===== src/rtl/dds_pkg.sv =====
// Shared types and constants for the DDS sweep controller.
// Widths here are defaults; the top module re-exposes them as parameters.
package dds_pkg;

    localparam int unsigned WAVE_W       = 4;
    localparam int unsigned DEF_FREQ_W   = 32;
    localparam int unsigned DEF_DWELL_W  = 24;
    localparam int unsigned DEF_STEP_W   = 8;

    localparam logic [WAVE_W-1:0] WAVE_OFF    = 4'b0000;
    localparam logic [WAVE_W-1:0] WAVE_SINE   = 4'b0001;
    localparam logic [WAVE_W-1:0] WAVE_SQUARE = 4'b0010;
    localparam logic [WAVE_W-1:0] WAVE_TRI    = 4'b0100;
    localparam logic [WAVE_W-1:0] WAVE_SAW    = 4'b1000;

    typedef enum logic [1:0] {
        IDLE  = 2'd0,
        DWELL = 2'd1,
        STEP  = 2'd2,
        DONE  = 2'd3
    } sweep_state_t;

endpackage


===== src/rtl/dds_next_wave.sv =====
// Picks the next enabled one-hot wave strictly above `cur` in `mask`.
// With cur = 0 it returns the lowest enabled wave.
module dds_next_wave
    import dds_pkg::*;
(
    input  logic [WAVE_W-1:0] mask,
    input  logic [WAVE_W-1:0] cur,
    output logic [WAVE_W-1:0] nxt,
    output logic              none
);

    logic seen;

    // Scan upward; bits become eligible once we are past the current wave
    always_comb begin
        nxt  = WAVE_OFF;
        none = 1'b1;
        seen = (cur == WAVE_OFF);
        for (int i = 0; i < int'(WAVE_W); i++) begin
            if (seen && mask[i] && none) begin
                nxt[i] = 1'b1;
                none   = 1'b0;
            end
            if (cur[i]) begin
                seen = 1'b1;
            end
        end
    end

endmodule


===== src/rtl/dds_sweep_ctrl.sv =====
// Sweep sequencer driving wave_select / freq_word of the dds core.
// Define DDS_SWEEP_LOOP_EN to make the sweep wrap forever instead of finishing.
module dds_sweep_ctrl
    import dds_pkg::*;
#(
    parameter int unsigned FREQ_W  = DEF_FREQ_W,
    parameter int unsigned DWELL_W = DEF_DWELL_W,
    parameter int unsigned STEP_W  = DEF_STEP_W
) (
    input  logic               sys_clk,
    input  logic               sys_rst,
    input  logic               start,
    input  logic               stop,
    input  logic [WAVE_W-1:0]  mode_en,
    input  logic [FREQ_W-1:0]  f_start,
    input  logic [FREQ_W-1:0]  f_step,
    input  logic [STEP_W-1:0]  n_steps,
    input  logic [DWELL_W-1:0] dwell,
    output logic [WAVE_W-1:0]  wave_select,
    output logic [FREQ_W-1:0]  freq_word,
    output logic               phase_clr,
    output logic               busy,
    output logic               done
);

    sweep_state_t state_q, state_d;

    logic [WAVE_W-1:0]  wave_q, wave_d;
    logic [FREQ_W-1:0]  freq_q, freq_d;
    logic               pclr_q, pclr_d;
    logic               busy_q, busy_d;
    logic               done_q, done_d;

    logic [WAVE_W-1:0]  mask_q, mask_d;
    logic [FREQ_W-1:0]  fstart_q, fstart_d;
    logic [FREQ_W-1:0]  fstep_q, fstep_d;
    logic [STEP_W-1:0]  nsteps_q, nsteps_d;
    logic [DWELL_W-1:0] dwell_m1_q, dwell_m1_d;
    logic [DWELL_W-1:0] cnt_q, cnt_d;
    logic [STEP_W-1:0]  step_idx_q, step_idx_d;

    logic [WAVE_W-1:0]  first_mask;
    logic [WAVE_W-1:0]  first_wave, next_wave;
    logic               first_none, next_none;
    logic [DWELL_W-1:0] dwell_m1_in;

    // In IDLE the live mask is used so the first wave is known on the start cycle
    assign first_mask  = (state_q == IDLE) ? mode_en : mask_q;
    assign dwell_m1_in = (dwell == '0) ? '0 : dwell - DWELL_W'(1);

    dds_next_wave u_first (
        .mask (first_mask),
        .cur  (WAVE_OFF),
        .nxt  (first_wave),
        .none (first_none)
    );

    dds_next_wave u_next (
        .mask (mask_q),
        .cur  (wave_q),
        .nxt  (next_wave),
        .none (next_none)
    );

    always_ff @(posedge sys_clk or posedge sys_rst) begin
        if (sys_rst) begin
            state_q    <= IDLE;
            wave_q     <= WAVE_OFF;
            freq_q     <= '0;
            pclr_q     <= 1'b0;
            busy_q     <= 1'b0;
            done_q     <= 1'b0;
            mask_q     <= WAVE_OFF;
            fstart_q   <= '0;
            fstep_q    <= '0;
            nsteps_q   <= '0;
            dwell_m1_q <= '0;
            cnt_q      <= '0;
            step_idx_q <= '0;
        end else begin
            state_q    <= state_d;
            wave_q     <= wave_d;
            freq_q     <= freq_d;
            pclr_q     <= pclr_d;
            busy_q     <= busy_d;
            done_q     <= done_d;
            mask_q     <= mask_d;
            fstart_q   <= fstart_d;
            fstep_q    <= fstep_d;
            nsteps_q   <= nsteps_d;
            dwell_m1_q <= dwell_m1_d;
            cnt_q      <= cnt_d;
            step_idx_q <= step_idx_d;
        end
    end

    // Next-state and registered-output logic; STEP is the first cycle of its point
    always_comb begin
        state_d    = state_q;
        wave_d     = wave_q;
        freq_d     = freq_q;
        pclr_d     = 1'b0;
        busy_d     = busy_q;
        done_d     = 1'b0;
        mask_d     = mask_q;
        fstart_d   = fstart_q;
        fstep_d    = fstep_q;
        nsteps_d   = nsteps_q;
        dwell_m1_d = dwell_m1_q;
        cnt_d      = cnt_q;
        step_idx_d = step_idx_q;

        case (state_q)
            IDLE: begin
                if (start && !stop) begin
                    mask_d     = mode_en;
                    fstart_d   = f_start;
                    fstep_d    = f_step;
                    nsteps_d   = n_steps;
                    dwell_m1_d = dwell_m1_in;
                    if (first_none) begin
                        state_d = DONE;
                        done_d  = 1'b1;
                    end else begin
                        state_d    = DWELL;
                        wave_d     = first_wave;
                        freq_d     = f_start;
                        step_idx_d = '0;
                        cnt_d      = dwell_m1_in;
                        pclr_d     = 1'b1;
                        busy_d     = 1'b1;
                    end
                end
            end
            DWELL, STEP: begin
                if (cnt_q != '0) begin
                    cnt_d   = cnt_q - DWELL_W'(1);
                    state_d = DWELL;
                end else if (step_idx_q < nsteps_q) begin
                    state_d    = STEP;
                    freq_d     = freq_q + fstep_q;
                    step_idx_d = step_idx_q + STEP_W'(1);
                    cnt_d      = dwell_m1_q;
                end else if (!next_none) begin
                    state_d    = DWELL;
                    wave_d     = next_wave;
                    freq_d     = fstart_q;
                    step_idx_d = '0;
                    cnt_d      = dwell_m1_q;
                    pclr_d     = 1'b1;
                end else begin
`ifdef DDS_SWEEP_LOOP_EN
                    state_d    = DWELL;
                    wave_d     = first_wave;
                    freq_d     = fstart_q;
                    step_idx_d = '0;
                    cnt_d      = dwell_m1_q;
                    pclr_d     = 1'b1;
`else
                    state_d = DONE;
                    wave_d  = WAVE_OFF;
                    freq_d  = '0;
                    busy_d  = 1'b0;
                    done_d  = 1'b1;
`endif
                end
            end
            DONE: begin
                state_d = IDLE;
            end
            default: begin
                state_d = IDLE;
            end
        endcase

        // Abort overrides everything outside IDLE
        if (stop && (state_q != IDLE)) begin
            state_d = IDLE;
            wave_d  = WAVE_OFF;
            freq_d  = '0;
            busy_d  = 1'b0;
            pclr_d  = 1'b0;
            done_d  = 1'b0;
        end
    end

    assign wave_select = wave_q;
    assign freq_word   = freq_q;
    assign phase_clr   = pclr_q;
    assign busy        = busy_q;
    assign done        = done_q;

endmodule


===== config.mk =====
export PLATFORM = sky130hd
export DESIGN_NAME = dds_sweep_ctrl
export DESIGN_NICKNAME = d
export VERILOG_FILES = /design/src/rtl/dds_pkg.sv /design/src/rtl/dds_next_wave.sv /design/src/rtl/dds_sweep_ctrl.sv
export SDC_FILE = /design/constraint.sdc
export NUM_CORES = 1
export LEC_CHECK = 0
export CELL_PAD_IN_SITES_DETAIL_PLACEMENT = 0
export CELL_PAD_IN_SITES_GLOBAL_PLACEMENT = 1
export CORE_ASPECT_RATIO = 0.8
export CORE_MARGIN = 4
export CORE_UTILIZATION = 47
export CTS_BUF_LIST = sky130_fd_sc_hd__clkbuf_2
export DETAILED_ROUTE_END_ITERATION = 7
export HOLD_SLACK_MARGIN = 0.03
export PLACE_DENSITY = 0.94
export SYNTH_ARGS = -nofsm -noshare
export SYNTH_HDL_FRONTEND = slang
export SYNTH_SLANG_ARGS = --single-unit

===== constraint.sdc =====
create_clock -name sys_clk -period 8.3 [get_ports sys_clk]
set_clock_uncertainty 0.05 [all_clocks]
set_input_delay 1.245 -clock sys_clk [delete_from_list [all_inputs] [get_ports sys_clk]]
set_output_delay 1.245 -clock sys_clk [all_outputs]
set_load 0.1 [all_outputs]

==> results.sh, run 1 <==
export IMPL_drtAntennaViolNets=0
export IMPL_drc_errors=0
export IMPL_postCtsHoldBufs=0
export IMPL_endpoint_kind="flop"
export IMPL_p_leak_uw=0.005223
export IMPL_yosysTopAreaCell="sky130_fd_sc_hd__dfrtp_1"
export IMPL_full_die_area_um2=25190
export IMPL_timing_final_hold_violations=0
export IMPL_min_period_over_period=0.5581
export IMPL_report_final_setup_viol=0
export IMPL_post_place_ws_ps=3505
export IMPL_critical_path_reg2reg_startpoint="state_q[1]"
export IMPL_cp_buffers_inverters=2
export IMPL_netlist_top_cells_area="sky130_fd_sc_hd__dfrtp_1 (41%), sky130_fd_sc_hd__mux2_2 (7.7%), sky130_fd_sc_hd__ha_1 (5.3%), sky130_fd_sc_hd__nand2_1 (5.0%), sky130_fd_sc_hd__o21ai_0 (4.3%)"
export IMPL_drive_gt1_frac=0.1019
export IMPL_outcome="finished clean"
export IMPL_compound_cell_area_share_of_the_yosys_netlist=0.2085
export IMPL_hold_path_endpoint="step_idx_q[7]"
export IMPL_worstRegToRegCells=8
export IMPL_detail_route_iter0_violations=834
export IMPL_top_level_ports=143
export IMPL_die_width_um=176.5
export IMPL_gr_total_overflow=0
export IMPL_worst_hold_startpoint="step_idx_q[7]"
export IMPL_synth_seq_cells=173
export IMPL_synth_simple_gate_area_frac=0.1657
export IMPL_slew_headroom=0.1531
export IMPL_synth_cells_most_frequent="sky130_fd_sc_hd__dfrtp_1 (173), sky130_fd_sc_hd__nand2_1 (142), sky130_fd_sc_hd__o21ai_0 (91)"
export IMPL_yosys_area_share_adder=0.05464
export IMPL_tritoncts_num_sinks=173
export IMPL_totalNegativeSetupSlack_ps=0
export IMPL_route_vias_total=9298
export IMPL_area_growth_synth_to_final_pct=17.64
export IMPL_synthesis_yosys_warnings=0
export IMPL_cts_htree_levels=4
export IMPL_worstPathCellList="inv_1 > ha_4 > clkinv_1 > or4_4 > a31o_2 > nand2b_1 > a31o_1 > o211ai_1"
export IMPL_crit_reg2reg_capture="freq_word[29]"
export IMPL_synth_seq_area_share=0.4057
export IMPL_setup_ws_ps=3667
export IMPL_rsz0062_at_grt="false"
export IMPL_peakVddDrop_mv=0.1850
export IMPL_routed_wire_length_per_instance_um=18.05
export IMPL_critical_path_max_stage_delay_ps=880
export IMPL_core_area_um2=22380
export IMPL_start_util=0.4768
export IMPL_min_period_ps=4633
export IMPL_post_synth_edffs=0
export IMPL_cell_at_the_root_of_the_clock_tree="sky130_fd_sc_hd__clkbuf_2"
export IMPL_cell_with_the_most_instances_after_synthesis="sky130_fd_sc_hd__dfrtp_1"
export IMPL_hpwlAfterDp_um=20310
export IMPL_post_cts_resize_count=0
export IMPL_startpoint_type="flop"
export IMPL_synth_cell_area_um2=10670
export IMPL_main_combinational_cell_family_by_area_after_synthesis="compound AO/OA/AOI/OAI gates"
export IMPL_worst_slew_pin_slew_ps=1270
export IMPL_worstSkewPairLatency_ps=780
export IMPL_tritoncts="yes"
export IMPL_worstHoldPathCells=1
export IMPL_timing_worst_setup_path_type="reg -> reg"
export IMPL_grt_total_usage=0.2302
export IMPL_first_global_vias=8779
export IMPL_synth_cell_type_count=72
export IMPL_setup_reg_to_reg_worst_slack_ps=3670
export IMPL_synthCells=1181
export IMPL_initial_antenna_violation_count=1
export IMPL_clock_path_buffers=2
export IMPL_grt_pass1_wl_um=46850
export IMPL_tritoncts_num_buffers=17
export IMPL_max_cap_check_violation_count=0
export IMPL_yosys_mux_area_fraction=0.08361
export IMPL_layout_nets=1434
export IMPL_drt_pre_antenna_iters=6
export IMPL_timing_critical_path_slowest_stage_cell="sky130_fd_sc_hd__or4_4"
export IMPL_final_estimated_routing_congestion_in_global_placement=0.8588
export IMPL_syn_area_per_cell_um2=9.035
export IMPL_placement_rows=49
export IMPL_avgViaCountPerCell=5.786
export IMPL_worst_path_fanout_max=39
export IMPL_max_freq_mhz=215.9
export IMPL_finalWirelength_um=29010
export IMPL_cp_data_required_time_ps=8930
export IMPL_count_of_port_buffers_added_during_placement=142
export IMPL_grt_start_max_net_pins=94
export IMPL_async_reset_ff_frac=1.000
export IMPL_chipHeight_um=142.8
export IMPL_synth_xor_area_frac=0.04515
export IMPL_clkTransAtPathRegs_ps=300
export IMPL_synthDominantCellAreaShare=0.4057
export IMPL_critical_path_arrival_ps=5260
export IMPL_cts_setup_buffers=0
export IMPL_ys_dominant_reg_cell="sky130_fd_sc_hd__dfrtp_1"
export IMPL_mappedNetlistNets=1331
export IMPL_cell_family_contributing_the_most_delay_on_the_critical_path="simple AND/OR/NAND/NOR gates"
export IMPL_final_max_slew_violation_count=0
export IMPL_worst_hold_path_type="reg -> reg"
export IMPL_areal_power_density_over_the_cells_nw_per_um2=343.6
==> per-layer routing <==
| layer | routed length, um | GRT usage |
|---|---|---|
| met1 | 13960 | 0.3462 |
| met3 | 2043 | 0.04447 |
| met4 | 264 | 0.03948 |
| met2 | 12740 | 0.3532 |
| met5 | 0 | 0 |
==> layout by cell type, fill, tap and decap left out, types with 4 or more instances in the layout <==
cell type	netlist	layout
sky130_fd_sc_hd__nand3_1	30	30
sky130_fd_sc_hd__a21o_1	12	12
sky130_fd_sc_hd__nand3b_1	4	4
sky130_fd_sc_hd__o31ai_1	23	22
sky130_fd_sc_hd__a21oi_1	73	73
sky130_fd_sc_hd__nor3_1	32	32
sky130_fd_sc_hd__ha_1	45	44
sky130_fd_sc_hd__xor2_1	20	20
sky130_fd_sc_hd__o21ai_1	43	43
sky130_fd_sc_hd__nor4_1	15	15
sky130_fd_sc_hd__diode_2	0	5
sky130_fd_sc_hd__mux2i_1	7	7
sky130_fd_sc_hd__o21bai_1	4	4
sky130_fd_sc_hd__clkdlybuf4s50_1	0	142
sky130_fd_sc_hd__buf_4	3	10
sky130_fd_sc_hd__mux2_2	73	73
sky130_fd_sc_hd__o311ai_0	7	7
sky130_fd_sc_hd__a31oi_1	8	8
sky130_fd_sc_hd__inv_1	28	27
sky130_fd_sc_hd__nand2_1	142	142
sky130_fd_sc_hd__nor2b_1	16	16
sky130_fd_sc_hd__clkinv_2	0	4
sky130_fd_sc_hd__inv_6	0	6
sky130_fd_sc_hd__dfrtp_1	173	173
sky130_fd_sc_hd__nor2_1	82	82
sky130_fd_sc_hd__o21ai_0	91	91
sky130_fd_sc_hd__and2_1	7	7
sky130_fd_sc_hd__a32oi_1	4	4
sky130_fd_sc_hd__clkbuf_2	0	17
sky130_fd_sc_hd__and3_1	11	11
sky130_fd_sc_hd__a221oi_1	14	14
sky130_fd_sc_hd__a211oi_1	11	11
sky130_fd_sc_hd__or3_1	5	5
sky130_fd_sc_hd__o211ai_1	20	20
sky130_fd_sc_hd__o21a_1	6	6
sky130_fd_sc_hd__o31a_1	4	4
sky130_fd_sc_hd__xnor2_1	35	35
sky130_fd_sc_hd__or4_1	6	6
sky130_fd_sc_hd__nand4_1	5	5
sky130_fd_sc_hd__nand2b_1	8	8
==> where the power goes <==
part | internal, uW | switching (uW)
registers | 1110 | 252
clock network | 169 | 317
logic | 874 | 1590
total | 2160 | 2160
==> metrics by stage <==
stage	cells	utilization	power, uW	instance area (um2)	hold slack (ps)
2_1_floorplan	1181	-	3196	10670	393.2
6_report	1607	0.5609	4313	12550	457.3
3_5_place_dp	1571	0.5492	3816	12290	417.6
3_3_place_gp	1571	0.5492	3775	12290	410.3
4_1_cts	1602	0.5604	4308	12540	462.4
5_1_grt	1607	0.5609	4612	12550	487.0
==> cell type report <==
type / instances / area, um2
Tap cell: 306 / 382.9
Sequential cell: 173 / 4329
Multi-Input combinational cell: 911 / 5967
Fill cell: 2042 / 9826
Inverter: 29 / 113.9
Clock inverter: 14 / 165.2
Antenna cell: 5 / 12.51
Timing Repair Buffer: 152 / 1496
Clock buffer: 17 / 85.08
==> logic make-up after synthesis <==
logic type      count (synthesis)
compound gates                353
xor+xnor                       55
fa+ha+maj                      46
buf+inv                        97
flops                         173
mux                            80
simple gates                  377
==> flip-flops by register name, indices dropped and copies added (netlist names) <==
register     cells
freq_word       32
step_idx_q       8
mask_q           4
fstep_q         32
dwell_m1_q      24
cnt_q           24
state_q          2
wave_select      4
busy             1
phase_clr        1
nsteps_q         8
done             1
fstart_q        32
==> how the worst max path moves through the flow <==
| stage | start | to | slack [ps] | cells after the start |
|---|---|---|---|---|
| final | state_q[1] | freq_word[29] | 3670 | 8 |
| after global routing | state_q[1] | freq_word[28] | 3410 | 9 |
| after CTS | state_q[0] | freq_word[29] | 3680 | 8 |
| after detailed placement | dwell[0] | cnt_q[1] | 3510 | 10 |
| after global placement | dwell[0] | cnt_q[1] | 3600 | 10 |
| after floorplan | sys_rst | busy | 2320 | 1 |
(Power assumes the default switching activity.)
==> run 2, diff against run 1 <==
--- a/config.mk
+++ b/config.mk
@@ -9,11 +9,11 @@
 export CELL_PAD_IN_SITES_GLOBAL_PLACEMENT = 1
 export CORE_ASPECT_RATIO = 0.8
 export CORE_MARGIN = 4
-export CORE_UTILIZATION = 47
+export CORE_UTILIZATION = 44
 export CTS_BUF_LIST = sky130_fd_sc_hd__clkbuf_2
 export DETAILED_ROUTE_END_ITERATION = 7
 export HOLD_SLACK_MARGIN = 0.03
-export PLACE_DENSITY = 0.94
+export PLACE_DENSITY = 0.89
 export SYNTH_ARGS = -nofsm -noshare
 export SYNTH_HDL_FRONTEND = slang
 export SYNTH_SLANG_ARGS = --single-unit
==> constraint.sdc (replaced) <==
create_clock -name sys_clk -period 4.3 [get_ports sys_clk]
set_clock_uncertainty 0.05 [all_clocks]
set_input_delay 0.645 -clock sys_clk [delete_from_list [all_inputs] [get_ports sys_clk]]
set_output_delay 0.645 -clock sys_clk [all_outputs]
set_load 0.1 [all_outputs]
==> results.sh, run 2 (synthesis gave the netlist of run 1 again) <==
export IMPL_final_estimated_routing_congestion_in_global_placement=0.8404
export IMPL_layout_common_cells="sky130_fd_sc_hd__dfrtp_1 (173), sky130_fd_sc_hd__nand2_1 (142), sky130_fd_sc_hd__clkdlybuf4s50_1 (142), sky130_fd_sc_hd__o21ai_0 (91), sky130_fd_sc_hd__nor2_1 (82)"
export IMPL_area_growth_synth_to_final_pct=18.94
export IMPL_finalWirelength_um=29980
export IMPL_startpoint_type="flop"
export IMPL_die_width_um=182.1
export IMPL_timing_worst_setup_path_type="reg -> reg"
export IMPL_routed_wire_length_per_instance_um=18.44
export IMPL_max_cap_check_violation_count=0
export IMPL_routedLengthMet1_um=14820
export IMPL_worstPathCellList="or4_1 > or4_4 > or4_4 > a31o_2 > nand2b_1 > buf_4 > o31ai_1"
export IMPL_routed_top_layer="met4"
export IMPL_gr_total_overflow=0
export IMPL_first_global_vias=9007
export IMPL_count_of_port_buffers_added_during_placement=142
export IMPL_worst_path_most_repeated_cell="sky130_fd_sc_hd__or4_4"
export IMPL_grt_pass1_wl_um=48620
export IMPL_worst_hold_path_type="in -> async"
export IMPL_hpwlAfterDp_um=21330
export IMPL_max_freq_mhz=278.0
export IMPL_finish_cell_count_without_fillers=1626
export IMPL_placed_cells=1593
export IMPL_timing_final_hold_violations=0
export IMPL_crit_path_end="freq_word[15]"
export IMPL_layout_cells_most_common="sky130_fd_sc_hd__dfrtp_1"
export IMPL_critical_path_max_stage_delay_ps=630
export IMPL_n_fill_cell=2203
export IMPL_post_cts_resize_count=0
export IMPL_tritoncts_num_sinks=173
export IMPL_top_level_ports=143
export IMPL_areal_power_density_over_the_cells_nw_per_um2=655.1
export IMPL_tritoncts="yes"
export IMPL_p_leak_uw=0.005297
export IMPL_cp_num_cells=7
export IMPL_drt_pre_antenna_iters=5
export IMPL_grt_start_max_net_pins=77
export IMPL_slew_headroom=0.3105
export IMPL_layout_nets=1450
export IMPL_totalNegativeSetupSlack_ps=0
export IMPL_worst_slew_pin_slew_ps=1031
export IMPL_report_final_setup_viol=0
export IMPL_critical_path_arrival_ps=4230
export IMPL_min_period_over_period=0.8366
export IMPL_route_vias_total=9404
export IMPL_critical_path_reg2reg_startpoint="cnt_q[19]"
export IMPL_cp_buffers_inverters=1
export IMPL_outcome="finished clean"
export IMPL_placement_rows=50
export IMPL_rsz0062_at_grt="false"
export IMPL_drtAntennaViolNets=0
export IMPL_met3_length_um=1831
export IMPL_postCtsHoldBufs=0
export IMPL_route_met2_wl_um=12920
export IMPL_grt_total_usage=0.2221
export IMPL_setup_reg_to_reg_worst_slack_ps=700
export IMPL_finalPower_uw=8314
export IMPL_min_period_ps=3597
export IMPL_detail_route_iter0_violations=698
export IMPL_endpoint_kind="flop"
export IMPL_cts_htree_levels=4
export IMPL_chipHeight_um=147.3
export IMPL_initial_antenna_violation_count=1
export IMPL_full_die_area_um2=26820
export IMPL_worstSkewPairLatency_ps=800
export IMPL_peakVddDrop_mv=0.4424
export IMPL_tritoncts_num_buffers=17
export IMPL_crit_reg2reg_capture="freq_word[15]"
export IMPL_cp_data_required_time_ps=4940
export IMPL_cts_setup_buffers=0
export IMPL_drive_gt1_frac=0.1135
export IMPL_startpoint="cnt_q[19]"
export IMPL_start_util=0.4512
export IMPL_final_max_slew_violation_count=0
export IMPL_avgViaCountPerCell=5.784
export IMPL_clock_path_buffers=2
export IMPL_core_area_um2=23650
export IMPL_timing_critical_path_slowest_stage_cell="sky130_fd_sc_hd__or4_1"
export IMPL_worst_path_fanout_max=12
export IMPL_clkTransAtPathRegs_ps=290
export IMPL_cell_family_contributing_the_most_delay_on_the_critical_path="simple AND/OR/NAND/NOR gates"
export IMPL_cell_at_the_root_of_the_clock_tree="sky130_fd_sc_hd__clkbuf_2"
export IMPL_worstRegToRegCells=7
export IMPL_drc_errors=0
-- run 2: cell count changes in the layout (fill, tap and decap cells not counted), moves of 3 or more --
cell,change
sky130_fd_sc_hd__buf_4,+13
sky130_fd_sc_hd__diode_2,-4
sky130_fd_sc_hd__inv_6,-4
sky130_fd_sc_hd__buf_12,+3
sky130_fd_sc_hd__clkinv_4,+3
sky130_fd_sc_hd__clkinvlp_4,+3
-- run 2: how the worst min path moves through the flow --
| stage | start | to | slack (ps) |
|---|---|---|---|
| after CTS | sys_rst | nsteps_q[6] | 210 |
| final | sys_rst | nsteps_q[6] | 240 |
| after floorplan | dwell_m1_q[19] | dwell_m1_q[19] | 390 |
| after global placement | dwell_m1_q[19] | dwell_m1_q[19] | 410 |
| after detailed placement | dwell_m1_q[17] | dwell_m1_q[17] | 420 |
| after global routing | sys_rst | nsteps_q[4] | 210 |
-- run 2: area by class of cell --
class,instances,area (um2),area share
timing repair buffer,168,1654,0.1303
sequential,173,4329,0.3411
inverter,29,112.6,0.008873
multi-input combinational,911,5967,0.4702
clock buffer,18,90.09,0.007099
antenna,1,2.502,0.0001972
clock inverter,14,145.1,0.01144
tap,312,390.4,0.03076
-- run 2: through the flow --
step / hold slack, ps / setup slack [ps] / util / area [um2]
after floorplan: 393.2 / 888.7 / - / 10670
after global placement: 409.4 / 648.9 / 0.5266 / 12450
after detailed placement: 417.5 / 614.0 / 0.5266 / 12450
after CTS: 207.7 / 701.3 / 0.5366 / 12690
after global routing: 207.4 / 612.7 / 0.5367 / 12690
final: 235.5 / 702.6 / 0.5367 / 12690
-- run 2: routing by layer --
metal / up-vias / track usage
li1: 4541 / -
met2: 292 / 0.3312
met1: 4542 / 0.3351
met5: - / 0
met4: 0 / 0.05251
met3: 29 / 0.04109
-- run 2: power by group --
| part | internal [uW] | switching, uW |
|---|---|---|
| clock network | 270 | 612 |
| logic | 1720 | 3090 |
| registers | 2150 | 476 |
| total | 4140 | 4170 |
==> run 3, diff against run 2 <==
==> constraint.sdc (replaced) <==
create_clock -name sys_clk -period 3.34 [get_ports sys_clk]
set_clock_uncertainty 0.05 [all_clocks]
set_input_delay 0.501 -clock sys_clk [delete_from_list [all_inputs] [get_ports sys_clk]]
set_output_delay 0.501 -clock sys_clk [all_outputs]
set_load 0.1 [all_outputs]
==> results.sh, run 3 (synthesis gave the netlist of run 1 again) <==
export IMPL_outcome="finished clean"
export IMPL_final_estimated_routing_congestion_in_global_placement=0.8652
export IMPL_drt_pre_antenna_iters=7
export IMPL_totalNegativeSetupSlack_ps=0
export IMPL_report_final_setup_viol=0
export IMPL_max_freq_mhz=313.3
export IMPL_layout_nets=1460
export IMPL_timing_worst_setup_path_type="reg -> reg"
export IMPL_worstHoldPathCells=3
export IMPL_area_growth_synth_to_final_pct=19.77
export IMPL_layout_cells_most_common="sky130_fd_sc_hd__dfrtp_1"
export IMPL_full_die_area_um2=26820
export IMPL_startpoint="cnt_q[19]"
export IMPL_startpoint_type="flop"
export IMPL_setup_ws_ps=148.4
export IMPL_endpoint_kind="flop"
export IMPL_timing_critical_path_slowest_stage_cell="sky130_fd_sc_hd__or4_1"
export IMPL_initial_antenna_violation_count=1
export IMPL_peakVddDrop_mv=0.5268
export IMPL_first_global_vias=8945
export IMPL_worstPathCellList="or4_1 > or4_4 > or4_4 > a31o_2 > buf_4 > nand2_1 > o21ai_1 > o211ai_1 > o211ai_1"
export IMPL_drtAntennaViolNets=0
export IMPL_critical_path_arrival_ps=3840
export IMPL_route_vias_total=9400
export IMPL_cts_setup_buffers=0
export IMPL_cp_buffers_inverters=1
export IMPL_detail_route_iter0_violations=719
export IMPL_areal_power_density_over_the_cells_nw_per_um2=842.0
export IMPL_placement_rows=50
export IMPL_cp_num_cells=9
export IMPL_worst_hold_path_type="in -> reg"
export IMPL_cts_htree_levels=4
export IMPL_tritoncts_num_buffers=17
export IMPL_timing_final_hold_violations=0
export IMPL_worst_path_fanout_max=38
export IMPL_rsz0062_at_grt="false"
export IMPL_avgViaCountPerCell=5.746
export IMPL_max_cap_check_violation_count=0
export IMPL_worstSkewPairLatency_ps=780
export IMPL_finalWirelength_um=29710
export IMPL_clock_path_buffers=2
export IMPL_chipHeight_um=147.3
export IMPL_top_level_ports=143
export IMPL_tritoncts_num_sinks=173
export IMPL_final_max_slew_violation_count=0
export IMPL_cell_family_contributing_the_most_delay_on_the_critical_path="simple AND/OR/NAND/NOR gates"
export IMPL_slew_headroom=0.3436
export IMPL_tritoncts="yes"
export IMPL_cp_data_required_time_ps=3980
export IMPL_crit_reg2reg_capture="freq_word[31]"
export IMPL_min_period_over_period=0.9556
export IMPL_setup_reg_to_reg_worst_slack_ps=150
export IMPL_gr_total_overflow=0
export IMPL_drc_errors=0
export IMPL_clkTransAtPathRegs_ps=260
export IMPL_critical_path_max_stage_delay_ps=580
export IMPL_p_leak_uw=0.005426
export IMPL_critical_path_reg2reg_startpoint="cnt_q[19]"
export IMPL_core_area_um2=23650
export IMPL_hold_path_endpoint="fstart_q[28]"
export IMPL_worst_slew_pin_slew_ps=981.6
export IMPL_cell_at_the_root_of_the_clock_tree="sky130_fd_sc_hd__clkbuf_2"
export IMPL_routed_wire_length_per_instance_um=18.16
export IMPL_worst_hold_startpoint="f_start[28]"
export IMPL_start_util=0.4512
export IMPL_post_place_ws_ps=99.68
export IMPL_grt_pass1_wl_um=48310
export IMPL_count_of_port_buffers_added_during_placement=142
export IMPL_worstRegToRegCells=9
export IMPL_hpwlAfterDp_um=21300
export IMPL_grt_start_max_net_pins=70
export IMPL_layout_common_cells="sky130_fd_sc_hd__dfrtp_1 (171), sky130_fd_sc_hd__nand2_1 (142), sky130_fd_sc_hd__clkdlybuf4s50_1 (109), sky130_fd_sc_hd__o21ai_0 (90), sky130_fd_sc_hd__nor2_1 (82)"
export IMPL_drive_gt1_frac=0.1474
export IMPL_min_period_ps=3192
export IMPL_die_width_um=182.1
export IMPL_grt_total_usage=0.2212
run 3: worst max-delay path by stage:
stage | endpoint | slack (ps)
2_1_floorplan | freq_word[30] | 30
3_3_place_gp | cnt_q[22] | 130
3_5_place_dp | cnt_q[20] | 100
4_1_cts | freq_word[31] | 120
5_1_grt | freq_word[30] | 6
6_report | freq_word[31] | 150
run 3: per-stage QoR:
stage                     hold slack [ps]  instances  instance area, um2  utilization  total power [uW]
after CTS                           158.0       1635               12770       0.5401             10760
final                               223.5       1636               12780       0.5404             10760
after floorplan                     393.2       1181               10680            -              7945
after global routing                135.0       1636               12780       0.5404             11510
after detailed placement            415.7       1602               12500       0.5287              9530
after global placement              408.9       1602               12500       0.5287              9440
run 3: area by class of cell:
type,count,area (um2)
Multi-Input combinational cell,911,5973
Timing Repair Buffer,178,1712
Sequential cell,173,4332
Tap cell,312,390.4
Fill cell,2183,10870
Inverter,29,112.6
Antenna cell,1,2.502
Clock buffer,18,90.09
Clock inverter,14,167.7
run 3: per-layer routing:
layer | vias to the layer above | GRT usage | share of wire
met4 | 0 | 0.05401 | 0.016
li1 | 4555 | - | -
met5 | - | 0 | 0
met1 | 4501 | 0.3329 | 0.49
met2 | 314 | 0.3267 | 0.43
met3 | 30 | 0.04579 | 0.069
run 3: worst reg2reg max path: stages (launching register included):
cell                       delay, ps
sky130_fd_sc_hd__dfrtp_1         470
sky130_fd_sc_hd__or4_1           580
sky130_fd_sc_hd__or4_4           450
sky130_fd_sc_hd__or4_4           550
sky130_fd_sc_hd__a31o_2          270
sky130_fd_sc_hd__buf_4           270
sky130_fd_sc_hd__nand2_1         130
sky130_fd_sc_hd__o21ai_1         100
sky130_fd_sc_hd__o211ai_1        120
sky130_fd_sc_hd__o211ai_1        110
run 3: report_power, final:
| group | total [uW] | internal, uW | switching (uW) | leakage (uW) |
|---|---|---|---|---|
| Clock | 1200 | 422 | 778 | 0.000151 |
| Sequential | 3380 | 2770 | 603 | 0.00213 |
| Combinational | 6190 | 2200 | 3980 | 0.00315 |
| Total | 10800 | 5400 | 5360 | 0.00543 |
run 3: timing repair:
item,CTS,global route
resized for setup,0,3
hold endpoints to repair,12,0
endpoints found under the setup margin,0,6
hold buffers,1,0
